**src/rtl/clock_pkg.sv**
```systemverilog
// -----------------------------------------------------------------------------
// clock_pkg
// Definitions shared by the clock-setting controller and the timekeeper:
// field widths, maximum field values, the controller state encoding and
// wrap-around increment helpers for the hour and minute fields.
// -----------------------------------------------------------------------------
package clock_pkg;

  localparam int HOUR_W = 5;
  localparam int MIN_W  = 6;
  localparam int SEC_W  = 6;

  localparam logic [HOUR_W-1:0] MAX_HOUR = 5'd23;
  localparam logic [MIN_W-1:0]  MAX_MIN  = 6'd59;

  // The encoding is visible on the mode output, so the values are fixed.
  typedef enum logic [1:0] {
    ST_RUN      = 2'd0,
    ST_SET_HOUR = 2'd1,
    ST_SET_MIN  = 2'd2,
    ST_COMMIT   = 2'd3
  } clk_state_e;

  // Hour + 1, wrapping 23 -> 0 (values above 23 also fold back to 0).
  function automatic logic [HOUR_W-1:0] hour_inc(input logic [HOUR_W-1:0] h);
    return (h >= MAX_HOUR) ? 5'd0 : (h + 5'd1);
  endfunction

  // Minute + 1, wrapping 59 -> 0 (values above 59 also fold back to 0).
  function automatic logic [MIN_W-1:0] min_inc(input logic [MIN_W-1:0] m);
    return (m >= MAX_MIN) ? 6'd0 : (m + 6'd1);
  endfunction

endpackage

```
**src/rtl/btn_debounce.sv**
```systemverilog
// -----------------------------------------------------------------------------
// btn_debounce
// Synchronizes one raw push button into the clk domain, accepts a new level
// only after the synchronized signal has been stable for DEBOUNCE_CYC
// consecutive cycles, and emits a one-cycle press event on each accepted
// 0->1 transition.
//
// Ports
//   clk      in   system clock
//   rst_n    in   asynchronous active-low reset
//   i_btn    in   raw asynchronous button, high = pressed
//   o_press  out  one-cycle press event (registered)
// -----------------------------------------------------------------------------
module btn_debounce #(
  parameter int DEBOUNCE_CYC = 1_000_000
) (
  input  logic clk,
  input  logic rst_n,
  input  logic i_btn,
  output logic o_press
);

  localparam int             CW      = $clog2(DEBOUNCE_CYC + 1);
  localparam logic [CW-1:0]  CNT_MAX = CW'(DEBOUNCE_CYC);

  logic          r_sync1;
  logic          r_sync2;
  logic          r_sync3;   // previous synchronized sample, for stability test
  logic [2:0]    r_vld;     // marks which pipeline stages hold real samples
  logic [CW-1:0] r_cnt;     // run length of the current synchronized level
  logic          r_level;   // debounced level
  logic          r_armed;   // set once a debounced low is seen after reset
  logic          r_press;

  logic          w_same;
  logic [CW-1:0] w_run_len;
  logic          w_accept;
  logic          w_press;

  // Run-length of the synchronized level including the current cycle.
  // Samples still carrying reset values do not count, so a button held
  // through reset cannot be mistaken for a stable low.
  always_comb begin
    w_same = r_vld[2] && (r_sync2 == r_sync3);
    if (!r_vld[1]) begin
      w_run_len = '0;
    end else if (!w_same) begin
      w_run_len = CW'(1'b1);
    end else if (r_cnt == CNT_MAX) begin
      w_run_len = CNT_MAX;
    end else begin
      w_run_len = r_cnt + CW'(1'b1);
    end
    w_accept = (w_run_len == CNT_MAX);
    // A press needs an accepted rising level and a prior accepted low.
    w_press  = w_accept && r_sync2 && !r_level && r_armed;
  end

  // Synchronizer, run-length counter, debounced level and press event.
  always_ff @(posedge clk or negedge rst_n) begin
    if (!rst_n) begin
      r_sync1 <= 1'b0;
      r_sync2 <= 1'b0;
      r_sync3 <= 1'b0;
      r_vld   <= 3'b000;
      r_cnt   <= '0;
      r_level <= 1'b0;
      r_armed <= 1'b0;
      r_press <= 1'b0;
    end else begin
      r_sync1 <= i_btn;
      r_sync2 <= r_sync1;
      r_sync3 <= r_sync2;
      r_vld   <= {r_vld[1:0], 1'b1};
      r_cnt   <= w_run_len;
      r_press <= w_press;
      if (w_accept) begin
        r_level <= r_sync2;
        if (!r_sync2) begin
          r_armed <= 1'b1;
        end
      end
    end
  end

  assign o_press = r_press;

endmodule

```
**src/rtl/clock_set_ctrl.sv**
```systemverilog
// -----------------------------------------------------------------------------
// clock_set_ctrl
// Two-button time-setting controller. A mode press walks RUN -> SET_HOUR ->
// SET_MIN -> COMMIT -> RUN; inc presses advance the field being edited.
// COMMIT emits a one-cycle load pulse to the timekeeper. An edit with no
// press for TIMEOUT_S tick_1hz pulses is abandoned without loading.
//
// Ports
//   clk, rst_n               clock, asynchronous active-low reset
//   tick_1hz                 1 Hz one-cycle pulse
//   btn_mode, btn_inc        raw push buttons
//   cur_hour, cur_min        live time, captured when an edit starts
//   run_en                   timekeeper advance enable
//   load, load_hour/min/sec  one-cycle load request and its values
//   edit_hour, edit_min      values being edited
//   blank_hour, blank_min    blink blanking for the field being edited
//   mode                     current state encoding
// -----------------------------------------------------------------------------
module clock_set_ctrl
  import clock_pkg::*;
#(
  parameter int DEBOUNCE_CYC = 1_000_000,
  parameter int TIMEOUT_S    = 10
) (
  input  logic              clk,
  input  logic              rst_n,
  input  logic              tick_1hz,
  input  logic              btn_mode,
  input  logic              btn_inc,
  input  logic [HOUR_W-1:0] cur_hour,
  input  logic [MIN_W-1:0]  cur_min,
  output logic              run_en,
  output logic              load,
  output logic [HOUR_W-1:0] load_hour,
  output logic [MIN_W-1:0]  load_min,
  output logic [SEC_W-1:0]  load_sec,
  output logic [HOUR_W-1:0] edit_hour,
  output logic [MIN_W-1:0]  edit_min,
  output logic              blank_hour,
  output logic              blank_min,
  output logic [1:0]        mode
);

  localparam int            TW        = $clog2(TIMEOUT_S + 1);
  localparam logic [TW-1:0] TICK_LAST = TW'(TIMEOUT_S - 1);

  logic w_mode_press;
  logic w_inc_press;

  btn_debounce #(.DEBOUNCE_CYC(DEBOUNCE_CYC)) u_db_mode (
    .clk     (clk),
    .rst_n   (rst_n),
    .i_btn   (btn_mode),
    .o_press (w_mode_press)
  );

  btn_debounce #(.DEBOUNCE_CYC(DEBOUNCE_CYC)) u_db_inc (
    .clk     (clk),
    .rst_n   (rst_n),
    .i_btn   (btn_inc),
    .o_press (w_inc_press)
  );

  clk_state_e        r_state;
  logic [HOUR_W-1:0] r_edit_hour;
  logic [MIN_W-1:0]  r_edit_min;
  logic [TW-1:0]     r_tick_cnt;
  logic              r_phase;
  logic              r_run_en;
  logic              r_load;
  logic [HOUR_W-1:0] r_load_hour;
  logic [MIN_W-1:0]  r_load_min;
  logic              r_blank_hour;
  logic              r_blank_min;

  clk_state_e        w_state_nxt;
  logic [HOUR_W-1:0] w_edit_hour_nxt;
  logic [MIN_W-1:0]  w_edit_min_nxt;
  logic [TW-1:0]     w_tick_nxt;
  logic              w_phase_nxt;
  logic              w_timeout;
  logic              w_in_edit;
  logic              w_entry;

  // State transitions and edit-field updates; mode wins over inc.
  always_comb begin
    w_state_nxt     = r_state;
    w_edit_hour_nxt = r_edit_hour;
    w_edit_min_nxt  = r_edit_min;
    w_timeout       = tick_1hz && (r_tick_cnt == TICK_LAST);
    case (r_state)
      ST_RUN: begin
        if (w_mode_press) begin
          w_state_nxt     = ST_SET_HOUR;
          w_edit_hour_nxt = cur_hour;
          w_edit_min_nxt  = cur_min;
        end else begin
          w_state_nxt = ST_RUN;
        end
      end
      ST_SET_HOUR: begin
        if (w_mode_press) begin
          w_state_nxt = ST_SET_MIN;
        end else if (w_inc_press) begin
          w_edit_hour_nxt = hour_inc(r_edit_hour);
        end else if (w_timeout) begin
          w_state_nxt = ST_RUN;
        end else begin
          w_state_nxt = ST_SET_HOUR;
        end
      end
      ST_SET_MIN: begin
        if (w_mode_press) begin
          w_state_nxt = ST_COMMIT;
        end else if (w_inc_press) begin
          w_edit_min_nxt = min_inc(r_edit_min);
        end else if (w_timeout) begin
          w_state_nxt = ST_RUN;
        end else begin
          w_state_nxt = ST_SET_MIN;
        end
      end
      ST_COMMIT: begin
        w_state_nxt = ST_RUN;
      end
      default: begin
        w_state_nxt = ST_RUN;
      end
    endcase
  end

  // Inactivity counter and blink phase: both restart on entering an edit
  // state and are held at zero outside the edit states.
  always_comb begin
    w_in_edit = (w_state_nxt == ST_SET_HOUR) || (w_state_nxt == ST_SET_MIN);
    w_entry   = w_in_edit && (w_state_nxt != r_state);
    if (!w_in_edit) begin
      w_tick_nxt  = '0;
      w_phase_nxt = 1'b0;
    end else if (w_entry) begin
      w_tick_nxt  = '0;
      w_phase_nxt = 1'b0;
    end else begin
      if (w_mode_press || w_inc_press) begin
        w_tick_nxt = '0;
      end else if (tick_1hz) begin
        w_tick_nxt = r_tick_cnt + TW'(1'b1);
      end else begin
        w_tick_nxt = r_tick_cnt;
      end
      w_phase_nxt = tick_1hz ? !r_phase : r_phase;
    end
  end

  // State, edit fields and the registered outputs derived from next state.
  always_ff @(posedge clk or negedge rst_n) begin
    if (!rst_n) begin
      r_state      <= ST_RUN;
      r_edit_hour  <= 5'd0;
      r_edit_min   <= 6'd0;
      r_tick_cnt   <= '0;
      r_phase      <= 1'b0;
      r_run_en     <= 1'b1;
      r_load       <= 1'b0;
      r_load_hour  <= 5'd0;
      r_load_min   <= 6'd0;
      r_blank_hour <= 1'b0;
      r_blank_min  <= 1'b0;
    end else begin
      r_state      <= w_state_nxt;
      r_edit_hour  <= w_edit_hour_nxt;
      r_edit_min   <= w_edit_min_nxt;
      r_tick_cnt   <= w_tick_nxt;
      r_phase      <= w_phase_nxt;
      r_run_en     <= (w_state_nxt == ST_RUN);
      r_load       <= (w_state_nxt == ST_COMMIT);
      r_load_hour  <= (w_state_nxt == ST_COMMIT) ? w_edit_hour_nxt : 5'd0;
      r_load_min   <= (w_state_nxt == ST_COMMIT) ? w_edit_min_nxt  : 6'd0;
      r_blank_hour <= (w_state_nxt == ST_SET_HOUR) && w_phase_nxt;
      r_blank_min  <= (w_state_nxt == ST_SET_MIN)  && w_phase_nxt;
    end
  end

  assign run_en     = r_run_en;
  assign load       = r_load;
  assign load_hour  = r_load_hour;
  assign load_min   = r_load_min;
  assign load_sec   = 6'd0;
  assign edit_hour  = r_edit_hour;
  assign edit_min   = r_edit_min;
  assign blank_hour = r_blank_hour;
  assign blank_min  = r_blank_min;
  assign mode       = r_state;

endmodule

```
**config.mk**
```make
export PLATFORM = sky130hd
export DESIGN_NAME = clock_set_ctrl
export DESIGN_NICKNAME = d
export VERILOG_FILES = /design/src/rtl/clock_pkg.sv /design/src/rtl/btn_debounce.sv /design/src/rtl/clock_set_ctrl.sv
export SDC_FILE = /design/constraint.sdc
export NUM_CORES = 1
export LEC_CHECK = 0
export BUFFER_PORTS_ARGS = -buffer_cell sky130_fd_sc_hd__buf_2
export CORE_ASPECT_RATIO = 1.75
export CORE_MARGIN = 1.5
export CORE_UTILIZATION = 59
export CTS_CLUSTER_SIZE = 14
export DETAILED_ROUTE_END_ITERATION = 12
export GPL_TIMING_DRIVEN = 0
export PLACE_DENSITY = 0.78
export SKIP_LAST_GASP = 1
export SYNTH_ARGS = -nofsm -noshare
export SYNTH_HDL_FRONTEND = slang
export SYNTH_SLANG_ARGS = --single-unit
```
**constraint.sdc**
```tcl
create_clock -name clk -period 3.8 [get_ports clk]
set_clock_uncertainty 0.1 [all_clocks]
set_input_delay 0.95 -clock clk [delete_from_list [all_inputs] [get_ports clk]]
set_output_delay 0.95 -clock clk [all_outputs]
set_load 0.01 [all_outputs]
```
After elaboration in Yosys (flattened, before gate mapping)
Index checks and enable logic that the tools add are counted.
W data, S select, Z words.
{"block": "word_totals", "reg_bits": 91, "output_inout_bits": 34}
{"block": "op_classes", "add_sub_neg": 5, "order_cmp": 2, "eq_ne": 15, "muxes": 33, "bitwise_logic": 2, "reduce_logical": 21}
{"op": "$mux W20", "count": 6}
{"op": "$eq A20 B20 Y1 const B", "count": 4}
{"op": "$add A20 B1 Y20 const B", "count": 2}
{"op": "$mux W6", "count": 5}
{"op": "$mux W5", "count": 5}
{"op": "$mux W4", "count": 4}
{"op": "$logic_and A1 B1 Y1", "count": 12}
{"op": "$pmux W6 S2", "count": 1}
{"op": "$mux W2", "count": 5}
{"op": "$pmux W5 S2", "count": 1}
{"op": "$eq A2 B2 Y1 const B", "count": 4}
{"op": "$pmux W2 S4", "count": 1}
{"op": "$add A6 B1 Y6 const B", "count": 1}
{"op": "$ge A6 B6 Y1 const B", "count": 1}
{"op": "$add A5 B1 Y5 const B", "count": 1}
{"op": "$ge A5 B5 Y1 const B", "count": 1}
{"op": "$mux W1", "count": 5}
{"op": "$add A4 B1 Y4 const B", "count": 1}
{"op": "$eq A2 B1 Y1 const B", "count": 2}
{"op": "$eq A4 B4 Y1 const B", "count": 1}
{"op": "$logic_not A2 Y1", "count": 2}
{"op": "$ne A4 B2 Y1 const B", "count": 1}
{"op": "$reduce_and A2 Y1", "count": 2}
{"op": "$logic_not A1 Y1", "count": 3}
{"op": "other kinds (4)", "count": 7}

Longest topological paths before layout
{"block": "depth", "depth_word": 12, "mapped_depth": 9, "mapped_depth_nobuf": 9}

Cells and area by module
Synthesis repeated with hierarchy kept, for this count alone.
{"block": "hier_totals", "cells_unflattened": 512, "hier_area_um2": 5152.4}
{"module": "btn_debounce", "instances": 2, "cells_per_inst": 156, "area_per_inst_um2": 1606.5, "seq_area_each_um2": 725.7}
{"module": "clock_set_ctrl", "instances": 1, "cells_per_inst": 200, "area_per_inst_um2": 1939.4, "seq_area_each_um2": 827.0}

Worst setup path after synthesis
Ideal clock, no wire load.
{"block": "synth_timing", "path_kind": "input to register", "start": "input tick_1hz", "end": "register r_tick_cnt[0]", "t_arrival_ps": 2725, "slack_ps": 903, "path_stages": 8, "path_buffers": 1, "path_cell_list": "clkbuf_1 nand4b_1 nor2_1 nor3_1 or2_2 ha_1 or4_1 nor2_1"}
{"block": "synth_between", "elab_chain_cells": 10, "elab_cells_between_ends": 16, "classes_between": "eq/ne (4); mux (9); reduce/logical (3)"}
{"element": "from (decl)", "line": "clock_set_ctrl.sv:27", "rtl": "input logic tick_1hz,"}
{"element": "$logic_and A1 B1 Y1 (*)", "line": "clock_set_ctrl.sv:90", "rtl": "w_timeout = tick_1hz && (r_tick_cnt == TICK_LAST);"}
{"element": "$mux W1 (*)", "line": "clock_set_ctrl.sv:106", "rtl": "end else if (w_timeout) begin"}
{"element": "$mux W2 (*)", "line": "clock_set_ctrl.sv:104", "rtl": "end else if (w_inc_press) begin"}
{"element": "$mux W2 (*)", "line": "clock_set_ctrl.sv:102", "rtl": "if (w_mode_press) begin"}
{"element": "$pmux W2 S4 (*)", "line": "clock_set_ctrl.sv:91", "rtl": "case (r_state)"}
{"element": "net w_state_nxt[0]", "line": "clock_set_ctrl.sv:76", "rtl": "clk_state_e w_state_nxt;"}
{"element": "$eq A2 B1 Y1 or $eq A2 B2 Y1 (tied branches)", "line": "clock_set_ctrl.sv:135", "rtl": "w_in_edit = (w_state_nxt == ST_SET_HOUR) || (w_state_nxt == ST_SET_MIN);"}
{"element": "$logic_or A1 B1 Y1", "line": "clock_set_ctrl.sv:135"}
{"element": "$logic_and A1 B1 Y1", "line": "clock_set_ctrl.sv:136", "rtl": "w_entry = w_in_edit && (w_state_nxt != r_state);"}
{"element": "$mux W4", "line": "clock_set_ctrl.sv:140", "rtl": "end else if (w_entry) begin"}
{"element": "$mux W4", "line": "clock_set_ctrl.sv:137", "rtl": "if (!w_in_edit) begin"}
{"element": "to (signal assigned)", "line": "clock_set_ctrl.sv:173", "rtl": "r_tick_cnt <= w_tick_nxt;"}
{"element": "to (decl)", "line": "clock_set_ctrl.sv:67", "rtl": "logic [TW-1:0] r_tick_cnt;"}
The timed path passes the listed nets; every way through them passes the cells marked *.
A chain may end at the register's enable or synchronous reset.

Worst setup path in the final report
{"block": "layout_timing", "start": "register u_db_mode.r_cnt[0]", "end": "register u_db_mode.r_level"}
{"block": "layout_between", "elab_chain_cells": 5, "elab_cells_between_ends": 6, "classes_between": "add/sub (1); eq/ne (2); mux (3)"}
{"element": "from (decl)", "line": "btn_debounce.sv:30", "rtl": "logic [CW-1:0] r_cnt;"}
{"element": "from (signal assigned)", "line": "btn_debounce.sv:75", "rtl": "r_cnt <= w_run_len;"}
{"element": "$add A20 B1 Y20 or $eq A20 B20 Y1 (tied branches)", "line": "btn_debounce.sv:52, btn_debounce.sv:49"}
{"element": "$mux W20 (*)", "line": "btn_debounce.sv:49", "rtl": "end else if (r_cnt == CNT_MAX) begin"}
{"element": "$mux W20 (*)", "line": "btn_debounce.sv:47", "rtl": "end else if (!w_same) begin"}
{"element": "$mux W20 (*)", "line": "btn_debounce.sv:45", "rtl": "if (!r_vld[1]) begin"}
{"element": "$eq A20 B20 Y1 (*)", "line": "btn_debounce.sv:54", "rtl": "w_accept = (w_run_len == CNT_MAX);"}
{"element": "to (signal assigned)", "line": "btn_debounce.sv:78", "rtl": "r_level <= r_sync2;"}
{"element": "to (decl)", "line": "btn_debounce.sv:31", "rtl": "logic r_level;"}
Mark *: on every way between the ends. The rest lies on a longest branch, timed or not.

==> tab_implementation.tex <==
\begin{tabular}{lr}
\hline
Metric & Value \\
\hline
\multicolumn{2}{l}{\textbf{Routing}} \\
\quad Routed vias & 3829 \\
\quad Average routed wire per standard cell & approximately 16 µm \\
\quad Length of the first detailed-routing pass in iterations & 5 \\
\quad Vias per cell & a little under 6 \\
\quad DRC violation total after the first TritonRoute iteration & roughly 180 \\
\quad ANT nets after route & 0 \\
\quad DRC errors left & 0 \\
\quad Total wire length after detailed routing & between 10000 and 15000 µm \\
\multicolumn{2}{l}{\textbf{Yosys}} \\
\quad Post-synthesis sequential area ratio & 0.470 \\
\quad Cells after Synth & 496 \\
\quad Post-synthesis cell area & $\sim$4700 µm² \\
\quad Number of enable flip-flop cells after synthesis & 0 \\
\quad Synth unique cells & 60 \\
\quad Area leader, netlist & dfrtp\_1 \\
\quad Largest cells by area after synthesis & dfrtp\_1 46\%, nor2\_1 4.8\%, xor2\_1 4.5\% \\
\quad Main flop type after synthesis & dfrtp\_1 \\
\quad Post-synth ARST share & 1.00 \\
\quad Portion of synthesized cell area occupied by the leading cell type & 0.464 \\
\quad Synthesis-stage register bit count & approximately 90 \\
\quad Post-synthesis area per instance & around 9.5 µm² \\
\quad Synth warnings & 0 \\
\multicolumn{2}{l}{\textbf{Clocking}} \\
\quad Number of H-tree levels & 3 \\
\quad Number of gates resized after cts & 0 \\
\quad CTS Root Buffer Type & clkbuf\_16 \\
\quad Number of sinks on the clock net & 88 \\
\quad Number of setup buffers added after CTS & 0 \\
\quad Clock-pin slew reported for the worst setup and hold paths after clock tree synthesis & 0.06 ns \\
\quad CTS tree & built \\
\quad Skew-Pair Late Insertion Delay & about 0.34 ns \\
\quad Clock Path Buffers & 2 \\
\quad Hold-fix buffers, CTS & 0 \\
\quad Number of clock buffers inserted by TritonCTS & 9 \\
\multicolumn{2}{l}{\textbf{Global route}} \\
\quad Remaining global-route overflow & 0 \\
\quad Gr usage total & 0.263 \\
\quad Largest net degree at the start of global routing & slightly above 70 \\
\quad First-pass GRT wire length & approximately 18000 µm \\
\quad Number of antenna violations at the first check in global routing & 0 \\
\quad Number of global-route vias before repair & approximately 3900 \\
\multicolumn{2}{l}{\textbf{Power and ir drop}} \\
\quad Peak supply drop & 280 µV \\
\quad Static Leakage & 2.23 nW \\
\quad Final total power & approximately 1.9 mW \\
\quad Power density cells & around 350 nW/µm² \\
\multicolumn{2}{l}{\textbf{Floorplanning}} \\
\quad Die span in x & between 70 and 80 µm \\
\quad Height of the die & 121 µm \\
\quad Die Area & around 8500 µm² \\
\quad \# IOs & 50 \\
\quad Initial Utilization & 0.615 \\
\quad Placeable core area & roughly 7600 µm² \\
\quad Count of standard-cell rows & 42 \\
\multicolumn{2}{l}{\textbf{Timing}} \\
\quad Transition time of the tightest slew-check pin & $\sim$0.86 ns \\
\quad Min cycle time layout & $\sim$3.1 ns \\
\quad Number of hold-slack violations in the final timing report & 0 \\
\quad Number of max-slew violations in the final report & 0 \\
\quad Period utilization & 0.824 \\
\quad Final number of setup-violating endpoints & 0 \\
\quad Slew Limit Headroom & 0.422 \\
\quad Setup repair after global routing missed its margin & no \\
\quad Total Neg Setup Slack & 0 ns \\
\quad Maximum clock frequency & 319 MHz \\
\multicolumn{2}{l}{\textbf{Setup path}} \\
\quad Worst setup path class & register to register \\
\quad Standard cell with the maximum stage delay on the critical path & or4b\_1 \\
\quad Worst setup EP type & register \\
\quad List of cells traversed by the critical path & ha\_1 -> nand2\_1 -> or3\_1 -> a211o\_1 -> or4b\_1 -> nor4\_2 -> o211ai\_1 -> mux2\_4 \\
\quad Required time at the worst-slack endpoint & between 3 and 4 ns \\
\quad Maximum fanout encountered on the critical timing path & 7 \\
\quad Highest cell delay on the worst timing path & 0.54 ns \\
\quad Count of buffer and inverter cells on the critical path & 0 \\
\quad Worst Path Arrival & about 3.3 ns \\
\quad Crit path launch type & register \\
\quad Top Family by Delay on Critical Path & simple AND/OR/NAND/NOR gates \\
\multicolumn{2}{l}{\textbf{Run}} \\
\quad Total of max-cap violations & 0 \\
\multicolumn{2}{l}{\textbf{Placement}} \\
\quad \# placed instances & 632 \\
\quad RD Place Congestion & 0.910 \\
\quad Total half-perimeter wirelength after legalization and detailed placement & 7490 µm \\
\quad Count of buffers from port buffering & 42 \\
\multicolumn{2}{l}{\textbf{Hold path}} \\
\quad Type of the tightest min-delay check & register to register \\
\multicolumn{2}{l}{\textbf{Status}} \\
\quad Result of the run & completed \\
\multicolumn{2}{l}{\textbf{Final layout}} \\
\quad Number of antenna diodes & 0 \\
\quad Area added between synthesis and finish & 14.1\% \\
\quad Post-Layout Cell Count & 648 \\
\quad Share of layout cells above drive strength 1 & 0.134 \\
\quad Layout Nets & 583 \\
\hline
\end{tabular}
[area by class of cell]
type                       instances  area (µm²)
inverter                          14        52.6
fill                             618        2270
buffer                            36         158
clock buffer                      11         253
sequential                        88        2200
tap                               88         110
clock inverter                     5        37.5
timing repair buffer              43         240
multi-input combinational        363        2290
[per-layer routing]
| layer | wire [µm] | global-route usage | up-vias |
|---|---|---|---|
| met3 | 438 | 0.0565 | 19 |
| met4 | 246 | 0.118 | 0 |
| met5 | 0 | 0 | - |
| met2 | 5600 | 0.461 | 124 |
| met1 | 4100 | 0.303 | 1835 |
| li1 | - | - | 1851 |
[cell families (layout without fill, tap and decap cells)]
group                    after synthesis  count (layout)  share of synthesized area
other                                  2               7                    0.00160
buffers and inverters                 50             109                     0.0448
flip-flops                            88              88                      0.470
AO/OA/AOI/OAI                         76              76                      0.107
adder cells (fa/ha/maj)               13              13                     0.0342
XOR/XNOR                              47              47                     0.0878
AND/OR/NAND/NOR                      214             214                      0.240
multiplexers                           6               6                     0.0144
[cell usage after synthesis (3+ instances only)]
master,n
nor4b_1,5
and3_1,4
o21a_1,4
nand2_1,32
a21oi_1,18
inv_1,14
o211ai_1,4
nor2_1,60
nor2b_1,8
xor2_1,24
mux2i_1,3
clkbuf_1,29
o221ai_1,5
o21ai_0,14
o22a_1,3
dfrtp_1,87
xnor2_1,23
nand4_1,15
or2_2,4
buf_4,6
nor4_1,9
nand2b_1,3
a31oi_1,8
nor3_1,14
nor3b_1,3
ha_1,12
or4_1,4
nand3_1,22
and2_1,17
[state kept, by name, summed over array words and instances (netlist names), 2 cells and up]
signal and flops:
mode 2, edit_hour 5, u_db_inc.r_cnt 20, u_db_inc.r_vld 3, edit_min 6, u_db_mode.r_cnt 20
load_min 6, load_hour 5, r_tick_cnt 4
[worst paths after layout]
check	from	endpoint	slack, ns	depth (start not counted)
max	u_db_mode.r_cnt[0]	u_db_mode.r_level	0.67	8
min	u_db_mode.r_sync1	u_db_mode.r_sync2	0.25	0
max reg2reg	u_db_mode.r_cnt[0]	u_db_mode.r_level	0.67	8
min reg2reg	u_db_mode.r_sync1	u_db_mode.r_sync2	0.25	0
max in group asynchronous	rst_n	run_en	2.60	2
min in group asynchronous	rst_n	r_tick_cnt[1]	0.38	1
[cells in the final DEF (no fill, tap or decap), drive strengths merged, types with 16 or more instances in the layout]
| master | netlist | layout |
|---|---|---|
| a21oi | 18 | 18 |
| and2 | 17 | 17 |
| buf | 7 | 50 |
| clkbuf | 29 | 40 |
| dfrtp | 87 | 87 |
| inv | 14 | 16 |
| nand2 | 32 | 32 |
| nand3 | 22 | 22 |
| nor2 | 60 | 60 |
| xnor2 | 23 | 23 |
| xor2 | 24 | 24 |
[stage by stage]
step           setup slack [ns]  hold WS, ns   util  area (µm²)
6_report                  0.668        0.248  0.702        5350
3_3_place_gp              0.697        0.232  0.660        5030
5_1_grt                   0.458        0.266  0.702        5350
3_5_place_dp              0.626        0.235  0.664        5060
4_1_cts                   0.682        0.249  0.702        5350
2_1_floorplan             0.903        0.231      -        4710
[power by group]
group | switching [mW] | internal, mW
logic | 0.0448 | 0.0246
registers | 0.00707 | 0.944
clock network | 0.367 | 0.482
total | 0.419 | 1.45
[worst reg2reg max path, cell delays in order (launching register included)]
cell      delay (ns)
dfrtp_1         0.43
ha_1            0.32
nand2_1         0.19
or3_1           0.37
a211o_1         0.32
or4b_1          0.54
nor4_2          0.23
o211ai_1        0.19
mux2_4          0.34
(Power assumes the default switching activity.)
